$ cat src/rtl/spi_slave_lite.sv
// spi_slave_lite: oversampling SPI target with a one-entry transmit buffer.
// Define SPI_SLV_REV_EN to add the rev input for LSB-first framing.
module spi_slave_lite #(
   parameter int WLEN        = 8,
   parameter int SYNC_STAGES = 2
) (
   input  logic            clk,
   input  logic            rstn,
   input  logic            cpol,
   input  logic            cpha,
`ifdef SPI_SLV_REV_EN
   input  logic            rev,
`endif
   input  logic            spi_sck,
   input  logic            spi_mosi,
   input  logic            spi_ssn,
   output logic            spi_miso,
   output logic            spi_misooen,
   input  logic [WLEN-1:0] tx_data,
   input  logic            tx_valid,
   output logic            tx_ready,
   output logic [WLEN-1:0] rx_data,
   output logic            rx_valid,
   output logic            tx_underrun,
   output logic            busy
);
   localparam int CW = $clog2(WLEN);
   typedef enum logic {IDLE, ACTIVE} state_t;
   state_t r_state;
   logic [SYNC_STAGES-1:0] r_sck_sync, r_mosi_sync, r_ssn_sync;
   logic r_sck_d, r_ssn_d, r_cpol, r_cpha, r_rev;
   logic r_buf_full, r_load_pending, r_rx_valid, r_underrun, r_misooen;
   logic [WLEN-1:0] r_buf, r_tx_shift, r_rx_shift, r_rx_data;
   logic [CW-1:0] r_cnt;
   logic w_sck, w_mosi, w_ssn, w_fall, w_rise, w_lead, w_trail;
   logic w_sample, w_shift, w_load, w_last, w_wr, w_rev_in;
   logic [WLEN-1:0] w_rx_next, w_tx_next, w_tx_load;

`ifdef SPI_SLV_REV_EN
   assign w_rev_in = rev;
`else
   assign w_rev_in = 1'b0;
`endif

   assign w_sck     = r_sck_sync[SYNC_STAGES-1];
   assign w_mosi    = r_mosi_sync[SYNC_STAGES-1];
   assign w_ssn     = r_ssn_sync[SYNC_STAGES-1];
   assign w_fall    = r_ssn_d & ~w_ssn;
   assign w_rise    = ~r_ssn_d & w_ssn;
   assign w_lead    = (w_sck ^ r_sck_d) & (w_sck ^ r_cpol);
   assign w_trail   = (w_sck ^ r_sck_d) & ~(w_sck ^ r_cpol);
   assign w_sample  = r_cpha ? w_trail : w_lead;
   assign w_shift   = r_cpha ? w_lead : w_trail;
   assign w_last    = r_cnt == CW'(WLEN - 1);
   assign w_wr      = tx_valid & ~r_buf_full;
   // cpha=0 loads as SSN falls; otherwise a pending load replaces a shift
   assign w_load    = (r_state == IDLE) ? (w_fall & ~r_cpha) : (~w_rise & w_shift & r_load_pending);
   assign w_tx_load = r_buf_full ? r_buf : '0;
   assign w_rx_next = r_rev ? {w_mosi, r_rx_shift[WLEN-1:1]} : {r_rx_shift[WLEN-2:0], w_mosi};
   assign w_tx_next = r_rev ? {1'b0, r_tx_shift[WLEN-1:1]} : {r_tx_shift[WLEN-2:0], 1'b0};

   assign spi_miso    = r_rev ? r_tx_shift[0] : r_tx_shift[WLEN-1];
   assign spi_misooen = r_misooen;
   assign tx_ready    = ~r_buf_full;
   assign rx_data     = r_rx_data;
   assign rx_valid    = r_rx_valid;
   assign tx_underrun = r_underrun;
   assign busy        = r_state == ACTIVE;

   always_ff @(posedge clk or negedge rstn) begin
      if (!rstn) begin
         r_state        <= IDLE;
         r_sck_sync     <= '0;
         r_mosi_sync    <= '0;
         r_ssn_sync     <= '0;
         r_sck_d        <= 1'b0;
         r_ssn_d        <= 1'b0;
         r_cpol         <= 1'b0;
         r_cpha         <= 1'b0;
         r_rev          <= 1'b0;
         r_buf_full     <= 1'b0;
         r_buf          <= '0;
         r_load_pending <= 1'b0;
         r_rx_valid     <= 1'b0;
         r_underrun     <= 1'b0;
         r_misooen      <= 1'b1;
         r_tx_shift     <= '0;
         r_rx_shift     <= '0;
         r_rx_data      <= '0;
         r_cnt          <= '0;
      end else begin
         r_sck_sync  <= {r_sck_sync[SYNC_STAGES-2:0], spi_sck};
         r_mosi_sync <= {r_mosi_sync[SYNC_STAGES-2:0], spi_mosi};
         r_ssn_sync  <= {r_ssn_sync[SYNC_STAGES-2:0], spi_ssn};
         r_sck_d     <= w_sck;
         r_ssn_d     <= w_ssn;
         r_rx_valid  <= 1'b0;
         r_underrun  <= w_load & ~r_buf_full;
         // a write racing an empty-buffer load lands in the buffer, not the shifter
         if (w_wr) begin
            r_buf      <= tx_data;
            r_buf_full <= 1'b1;
         end else if (w_load) r_buf_full <= 1'b0;
         if (r_state == IDLE) begin
            r_cpol         <= cpol;
            r_cpha         <= cpha;
            r_rev          <= w_rev_in;
            r_cnt          <= '0;
            r_load_pending <= 1'b0;
            r_misooen      <= 1'b1;
            if (w_fall) begin
               r_state        <= ACTIVE;
               r_misooen      <= 1'b0;
               r_load_pending <= r_cpha;
               if (!r_cpha) r_tx_shift <= w_tx_load;
            end
         end else if (w_rise) begin
            r_state        <= IDLE;
            r_misooen      <= 1'b1;
            r_cnt          <= '0;
            r_load_pending <= 1'b0;
            r_tx_shift     <= '0;
            r_rx_shift     <= '0;
         end else begin
            if (w_sample) begin
               r_rx_shift <= w_rx_next;
               r_cnt      <= w_last ? '0 : r_cnt + CW'(1);
               if (w_last) begin
                  r_rx_data      <= w_rx_next;
                  r_rx_valid     <= 1'b1;
                  r_load_pending <= 1'b1;
               end
            end
            if (w_shift) begin
               r_tx_shift <= r_load_pending ? w_tx_load : w_tx_next;
               if (r_load_pending) r_load_pending <= 1'b0;
            end
         end
      end
   end
endmodule

$ cat config.mk
export PLATFORM = sky130hd
export DESIGN_NAME = spi_slave_lite
export DESIGN_NICKNAME = d
export VERILOG_FILES = /design/src/rtl/spi_slave_lite.sv
export SDC_FILE = /design/constraint.sdc
export NUM_CORES = 1
export LEC_CHECK = 0
export CAP_MARGIN = 10
export CORE_AREA = 2 2 76 78
export CTS_BUF_LIST = sky130_fd_sc_hd__clkbuf_16
export CTS_CLUSTER_DIAMETER = 80
export CTS_CLUSTER_SIZE = 40
export DETAILED_ROUTE_END_ITERATION = 16
export DIE_AREA = 0 0 78 80
export PLACE_DENSITY_LB_ADDON = 0.05
export SLEW_MARGIN = 10
export SYNTH_ARGS = -nofsm -noshare
export SYNTH_HDL_FRONTEND = slang
export SYNTH_SLANG_ARGS = --single-unit
$ cat constraint.sdc
create_clock -name clk -period 4.1 [get_ports clk]
set_input_delay 0.615 -clock clk [delete_from_list [all_inputs] [get_ports clk]]
set_output_delay 0.615 -clock clk [all_outputs]
set_load 0.005 [all_outputs]
; ---- After elaboration in Yosys (flattened, before gate mapping)
; Index checks and enable logic that the tools add are counted.
[op_classes]
add_sub_neg = 1
n_mul = 0
n_div = 0
order_cmp = 0
n_eq_ne = 5
shift = 0
n_mux = 35
n_bitwise = 17
n_reduce_logical = 6
[op_table]
columns = cell, n
row1 = 8-bit two-way mux, 7
row2 = 1-bit two-way mux, 22
row3 = 7-bit two-way mux, 2
row4 = 3-bit two-way mux, 4
row5 = 1-bit bitwise AND, 9
row6 = 3-bit by 1-bit inequality test with 1-bit output (second input constant), 2
row7 = 1-bit inverter, 6
row8 = 2-bit nonzero test, 3
row9 = 4-bit AND reduction, 1
row10 = 3-bit by 1-bit adder with 3-bit output (second input constant), 1
row11 = 3-bit equality test (second input constant), 1
row12 = 3-bit AND reduction, 1
row13 = 2-bit by 1-bit inequality test with 1-bit output (second input constant), 1
row14 = 2-bit inequality test (second input constant), 1
row15 = 2-bit AND reduction, 1
row16 = 1-bit XOR, 2
[word_totals]
ff_bits = 50
latchBits = 0
ramBits = 0
romBits = 0
input_bits = 16
n_memories = 0

; ---- Depth between registers and ports, before layout
; Gate-level depths: netlist of run 1.
[depth]
depth_word = 9
mapped_depth = 6

; ---- Least setup slack after synthesis of run 1
; OpenSTA, ideal clock, no wires.
[synth_timing]
path_kind = register to register
startpoint = register r_cpha
endpoint = register r_rx_data[0] (netlist: rx_data[0])
setup_ns = 0.125
arrival_ns = 1.741
t_required_ns = 3.975
setup_slack_ns = 2.234
stages_incl_launch_ff = 6
path_buffers = 1
cell_sequence = dfrtp_1 > xnor2_2 > mux2i_4 > and4_4 > buf_8 > mux2_4
[synth_via]
elab_chain_len = 2
[synth_rtl]
columns = item, line_no
row1 = "start, declared", 31  ; logic r_sck_d, r_ssn_d, r_cpol, r_cpha, r_rev;
row2 = "start signal, assigned", 106  ; r_cpha <= cpha;
row3 = 1-bit two-way mux, 52  ; assign w_sample = r_cpha ? w_trail : w_lead;
row4 = 4-bit AND reduction (no line), --
row5 = "end signal, assigned", 129  ; r_rx_data <= w_rx_next;
row6 = "end, declared", 33  ; logic [WLEN-1:0] r_buf, r_tx_shift, r_rx_shift, r_rx_data;
; Every way passes these cells.
; A chain may end at the register's enable or synchronous reset.

; ---- Final worst setup path of run 1
[layout_timing]
startpoint = register r_state (netlist: busy)
endpoint = output busy
[layout_rtl]
columns = item, line_no
row1 = "start, declared", 29  ; state_t r_state;
row2 = "start signal, assigned", 72  ; r_state <= IDLE;
row3 = "start signal, assigned", 112  ; r_state <= ACTIVE;
row4 = "start signal, assigned", 118  ; r_state <= IDLE;
row5 = "end, declared", 25  ; output logic busy
; No word-level cell between the ends.

==> results by group, run 1 <==
Critical path
  – Crit-path slowest cell: dfrtp_1
  – CP max FO: 20
  – CP Cell Sequence: clkdlybuf4s50_1
  – Buf/Inv on CP: 1
  – Arrival time at the worst endpoint: roughly 1.6 ns
  – Max stage delay on crit path: roughly 0.7 ns
  – Cells on worst reg2reg path: 4
  – Critical path required time: between 3 and 4 ns
  – Critical Path End Type: primary output
  – CP delay by family, top: flip-flops
  – Startpoint types: flip-flop
  – Cell count along the critical path: 1
  – Worst Path Class, Setup: flip-flop to primary output

Route
  – Via density: a little under 5
  – Detailed Route WL: 3.50 mm
  – DRC violations left: 0
  – Antenna viol nets, final: 0
  – Iter 0 DRT Violations: 42
  – 1st-pass router iterations: 5
  – WL/cell: between 10 and 15 µm
  – Vias after detailed routing: between 1000 and 1500

Global route
  – Initial antenna violation count: 0
  – Grt total ovfl: 0
  – GRT Total Usage: about an eighth
  – Largest net degree at the start of global routing: 51
  – First-pass GRT wire length: 6.02 mm
  – Vias in the first global route: roughly 1300

Power and ir drop
  – Pwr Total: between 1 and 1.5 mW
  – Leak: 1.18 nW
  – Max IR drop VDD: 0.000214 V
  – Switch share: roughly a quarter
  – P_sw: approximately 350 µW
  – Clock share of power: between 30% and 40%
  – Pint: 1.11 mW
  – Logic pwr share: between 10% and 20%
  – Power Density: approximately 550 mW/mm²
  – Seq pwr share: 45.4%

Clocking
  – Setup Buffers After CTS: 0
  – CTS Buffer Depth: 2
  – Clock Root Buffer: clkbuf_16
  – TritonCTS clock tree: done
  – CTS resizes: 0
  – Num CTS Buffers: 5
  – Hold_buf cts: 0
  – # H-tree levels: 2
  – Clock Latency Late Sink: ~0.29 ns
  – Clock transition at path regs: approximately 0.06 ns
  – Clock sink count: 50

Timing
  – RSZ-0062 raised after global routing: false
  – Max Clock Freq: 450 MHz
  – Max-slew violations: 0
  – Slew @ Worst Pin: between 0.7 and 0.8 ns
  – Skew final: around 0.0059 ns
  – Final Cycle Share: between 50% and 60%
  – Tmin final: 2.22 ns
  – Final hold viol count: 0
  – # setup viols final: 0
  – Worst hold slack: between 0.3 and 0.4 ns
  – Worst slew margin: between 50% and 60%
  – Setup TNS: 0 ns

Yosys
  – Async S/R FF share, synth: between 90% and 100%
  – Number of synthesized register bits: 50
  – Gate count after technology mapping: 151
  – Syn nets: about 170
  – Main area contributors after synthesis: dfrtp_1 (58%), mux2_2 (9.6%), a22o_1 (5.8%), mux2_4 (5.7%), mux2i_1 (1.9%)
  – Yosys cell types: 37
  – Cell Area, Synth: between 0.002 and 0.0025 mm²
  – Dominant cell type by area after synthesis: dfrtp_1
  – Top FF cell, synth: dfrtp_1
  – Synth warnings: 0
  – Number of synthesized flops with an enable pin: 0
  – Yosys top cell area share: ~58%
  – Sequential share of the synthesized area: roughly three fifths
  – Syn_area_per_cell: approximately 14 µm²

Floorplanning
  – Core box area: around 0.0054 mm²
  – Die width: approximately 80 µm
  – Die Footprint: approximately 0.0062 mm²
  – Site Rows: 27
  – Initial core utilization: roughly two fifths
  – Die Height: 80 µm
  – IO Count: 30

Placed design
  – Gpl congestion: slightly below 0.8
  – Hpwl dp: roughly 2.4 mm
  – I/O Buffers: 29

Outcome
  – Outcome: complete, no violations

Layout
  – Ratio of cells with drive above 1 in the final layout: between 20 and 25%
  – Nets@finish: 199
  – Synthesis-to-layout area growth: 26.1%
  – N_diodes: 0
  – Final Util: 49.1%

Min path
  – Worst hold path type: input port to asynchronous set/reset pin

Flow run
  – Max_cap viols: 0
## cell families (layout without fill, tap and decap cells)
group | Yosys count | after routing | share of synthesized area [%]
flops | 50 | 50 | 59.5
buf+inv | 11 | 42 | 2.68
compound gates | 25 | 25 | 9.34
fa+ha+maj | 2 | 2 | 1.19
simple gates | 30 | 30 | 7.73
xor+xnor | 2 | 2 | 1.19
mux | 31 | 31 | 18.3
## power groups by stage
stage	combinational [mW]	clock (mW)	sequential (mW)
finish	0.271	0.522	0.661
global route	0.297	0.562	0.676
CTS	0.275	0.539	0.662
detailed placement	0.274	0	0.671
global placement	0.262	0	0.669
floorplan	0.205	0	0.645
## final cells by class
cell class | count | area, µm²
inverters | 4 | 15.0
clock buffers | 5 | 125
multi-input cells | 90 | 795
fillers | 472 | 2750
clock inverters | 3 | 68.8
well taps | 72 | 90.1
repair buffers | 30 | 305
flip-flops and latches | 50 | 1250
## metrics by stage
| stage | instances | cell area (µm²) | setup slack, ns |
|---|---|---|---|
| 2_1_floorplan | 151 | 2100 | 2.23 |
| 3_3_place_gp | 245 | 2440 | 1.97 |
| 3_5_place_dp | 245 | 2440 | 1.89 |
| 4_1_cts | 253 | 2630 | 1.87 |
| 5_1_grt | 254 | 2650 | 1.79 |
| 6_report | 254 | 2650 | 1.88 |
## final timing paths
check / start / to / slack [ns]
worst min register to register: r_sck_sync[0]$_DFF_PN0_ / r_sck_sync[1]$_DFF_PN0_ / 0.35
worst max register to register: busy$_DFF_PN0_ / r_tx_shift[5]$_DFFE_PN0P_ / 2.04
max in group asynchronous: rstn / r_buf_full$_DFFE_PN0P_ / 3.28
worst min-delay path: rstn / rx_data[7]$_DFFE_PN0P_ / 0.30
worst max-delay path: busy$_DFF_PN0_ / busy / 1.88
min in group clk: r_sck_sync[0]$_DFF_PN0_ / r_sck_sync[1]$_DFF_PN0_ / 0.35
## layout by cell type (no fill, tap or decap), types with 2 or more instances in the layout
| cell | count |
|---|---|
| a22o_1 | 14 |
| mux2_2 | 18 |
| bufinv_16 | 2 |
| mux2i_1 | 4 |
| o21ai_0 | 2 |
| nor2_1 | 6 |
| dfrtp_1 | 49 |
| nor2b_1 | 3 |
| clkdlybuf4s50_1 | 28 |
| inv_1 | 4 |
| nand2b_1 | 3 |
| nand2_1 | 9 |
| nand4b_1 | 2 |
| a21oi_1 | 2 |
| ha_1 | 2 |
| mux2_4 | 8 |
| clkbuf_16 | 5 |
## cells in the mapped netlist (2+ instances only)
cell type and instances:
a21oi_1 2, a22o_1 14, buf_1 2, buf_2 2
dfrtp_1 49, ha_1 2, inv_1 4, mux2_2 18
mux2_4 8, mux2i_1 4, nand2_1 9, nand2b_1 3
nand4b_1 2, nor2_1 6, nor2b_1 3, o21ai_0 2
## sequential cells by signal, summed over array words and instances, names as in the netlist, 2 cells and up
register	cells
r_buf	8
r_cnt	3
r_mosi_sync	2
r_rx_shift	7
r_sck_sync	2
r_ssn_sync	2
r_tx_shift	8
rx_data	8
## metal layers
layer / wire length [µm] / GRT usage (%)
met1: 1660 / 16.0
met2: 1660 / 19.9
met3: 126 / 3.39
met4: 57 / 5.26
met5: 0 / 0
No activity file was read; power rests on OpenSTA's default activity.
==> run 2: changes to the inputs <==
==> constraint.sdc (replaced) <==
create_clock -name clk -period 2.12 [get_ports clk]
set_input_delay 0.318 -clock clk [delete_from_list [all_inputs] [get_ports clk]]
set_output_delay 0.318 -clock clk [all_outputs]
set_load 0.005 [all_outputs]
==> results by group, run 2 (synthesized netlist as in run 1, its figures left out) <==
Clocking
  – # H-tree levels: 2 (unchanged)
  – CTS resizes: 0 (unchanged)
  – Clock Latency Late Sink: 0.28 ns (about the same)
  – Setup Buffers After CTS: 0 (unchanged)
  – TritonCTS clock tree: done
  – Clock Root Buffer: clkbuf_16
  – Clock sink count: 50 (unchanged)
  – Clock transition at path regs: 0.06 ns (about the same)
  – CTS Buffer Depth: 2 (unchanged)
  – Num CTS Buffers: 5 (unchanged)
  – Hold_buf cts: 0 (unchanged)

Floorplanning
  – IO Count: 30 (unchanged)
  – Die Height: 80 µm (unchanged)
  – Die width: 78 µm (unchanged)
  – Core box area: 0.00541 mm² (unchanged)
  – Die Footprint: 0.00624 mm² (unchanged)
  – Initial core utilization: 38.9% (unchanged)
  – Site Rows: 27 (unchanged)

Critical path
  – Critical path required time: 2.28 ns (-1.20 ns)
  – Critical Path End Type: flip-flop
  – Crit-path slowest cell: dfrtp_1
  – CP max FO: 10 (-50%)
  – Max stage delay on crit path: 0.46 ns (-0.25 ns)
  – CP Cell Sequence: xnor2_2 > mux2i_4 > and4_4 > mux2_4
  – Buf/Inv on CP: 0 (-1)
  – Arrival time at the worst endpoint: 2.02 ns (+0.41 ns)
  – Worst Path Class, Setup: flip-flop to flip-flop
  – Startpoint types: flip-flop
  – CP delay by family, top: multiplexers

Route
  – 1st-pass router iterations: 4 (-1)
  – Via density: 4.89 (-0.75%)
  – Iter 0 DRT Violations: 70 (+67%)
  – WL/cell: 13.9 µm (+0.93%)
  – DRC violations left: 0 (unchanged)
  – Detailed Route WL: 3.62 mm (+3.3%)
  – Vias after detailed routing: 1272 (+1.6%)
  – Antenna viol nets, final: 0 (unchanged)

Layout
  – Commonest non-fill, non-tap cell in the layout: dfrtp_1
  – N_diodes: 0 (unchanged)
  – Ratio of cells with drive above 1 in the final layout: 23.4% (+1.4 points)
  – Footprint of the multi-input gates: 795 µm² (unchanged)
  – Nets@finish: 205 (+3.0%)
  – Number of fill cells: 508 (+7.6%)
  – Commonest non-fill, non-tap cells in the layout: dfrtp_1 (49), clkdlybuf4s50_1 (28), mux2_2 (18)
  – Sequential cell area: 0.00125 mm² (unchanged)
  – Synthesis-to-layout area growth: 25.7%
  – Final Util: 48.9% (-0.14 points)

Timing
  – Worst hold slack: -0.000363 ns (-0.305 ns)
  – Final hold viol count: 1 (+1)
  – Tmin final: roughly 1.9 ns
  – Setup TNS: 0 ns (unchanged)
  – Max Clock Freq: around 540 MHz
  – Max-slew violations: 0 (unchanged)
  – Slew @ Worst Pin: 0.748 ns (+0.0422 ns)
  – Worst slew margin: 50.1% (-2.7 points)
  – RSZ-0062 raised after global routing: false
  – # setup viols final: 0 (unchanged)
  – Skew final: 0.00465 ns (-0.00129 ns)
  – Final Cycle Share: slightly below 90%

Global route
  – First-pass GRT wire length: 6.33 mm (+5.2%)
  – Vias in the first global route: 1278 (-2.1%)
  – Initial antenna violation count: 0 (unchanged)
  – Grt total ovfl: 0 (unchanged)
  – Largest net degree at the start of global routing: 31 (-39%)
  – GRT Total Usage: 13.0% (+0.57 points)

Placed design
  – I/O Buffers: 29 (unchanged)
  – Gpl congestion: 0.742 (-4.3%)
  – Hpwl dp: 2.63 mm (+8.3%)

Outcome
  – Failing checks: negative hold slack
  – Outcome: complete, but fails checks

Min path
  – Worst hold path type: input port to asynchronous set/reset pin

Power and ir drop
  – Max IR drop VDD: 0.000472 V (+120%)
  – Leak: 1.19 nW (+0.74%)
  – Power Density: 976 mW/mm² (+78%)

Flow run
  – Max_cap viols: 0 (unchanged)
[run 2: cell types whose count changed in the layout (fill, tap and decap cells not counted)]
| cell | change |
|---|---|
| clkinv_4 | -1 |
| clkinv_1 | +1 |
| inv_1 | +1 |
| buf_4 | +6 |
| bufinv_16 | -2 |
| inv_6 | +1 |
[run 2: layout make-up]
cell class	count	area share, %
clock buffers	5	4.73
inverters	4	0.568
well taps	72	3.41
repair buffers	36	13.3
multi-input cells	90	30.1
flip-flops and latches	50	47.4
clock inverters	3	0.615
[run 2: per-layer routing]
| metal | up-vias | part of all wire, % | GRT usage (%) |
|---|---|---|---|
| li1 | 610 | - | - |
| met1 | 638 | 49 | 18.0 |
| met2 | 22 | 48 | 20.7 |
| met3 | 2 | 2.7 | 3.05 |
| met4 | 0 | 0.86 | 3.68 |
| met5 | - | 0 | 0 |
[run 2: worst paths after layout]
| path | from | slack, ns | depth (start not counted) | end |
|---|---|---|---|---|
| max reg2reg | r_cpha$_DFFE_PN0N_ | 0.26 | 4 | rx_data[1]$_DFFE_PN0P_ |
| min | rstn | -0.0004 | 1 | tx_underrun$_DFF_PN0_ |
| min in group clk | r_sck_sync[0]$_DFF_PN0_ | 0.35 | 0 | r_sck_sync[1]$_DFF_PN0_ |
| max | r_cpha$_DFFE_PN0N_ | 0.26 | 4 | rx_data[1]$_DFFE_PN0P_ |
| min reg2reg | r_sck_sync[0]$_DFF_PN0_ | 0.35 | 0 | r_sck_sync[1]$_DFF_PN0_ |
| max in group asynchronous | rstn | 1.60 | 2 | r_cnt[0]$_DFFE_PN0P_ |
[run 2: through the flow]
stage	area, µm²	total power, mW	hold slack, ns	setup WS [ns]	instances
after floorplan	2100	1.64	0.0224	0.254	151
after global placement	2500	1.83	0.314	0.302	252
after global routing	2640	2.75	0.0318	0.201	260
after CTS	2640	2.62	0.0173	0.248	260
final	2640	2.58	-0.000363	0.263	260
after detailed placement	2500	1.85	0.316	0.252	252
[run 2: power by group]
part | total (mW) | switching (mW) | internal [mW] | leakage [nW]
clock | 0.759 | 0.326 | 0.433 | 0.0730
combinational | 0.557 | 0.217 | 0.340 | 0.482
sequential | 1.26 | 0.120 | 1.14 | 0.638
total | 2.58 | 0.662 | 1.92 | 1.19
[run 2: worst register-to-register path: cells and delay by family, from the launching register on]
family,cells,cell delay [ns]
flops,1,0.46
mux,2,0.60
simple gates,1,0.37
xor+xnor,1,0.31
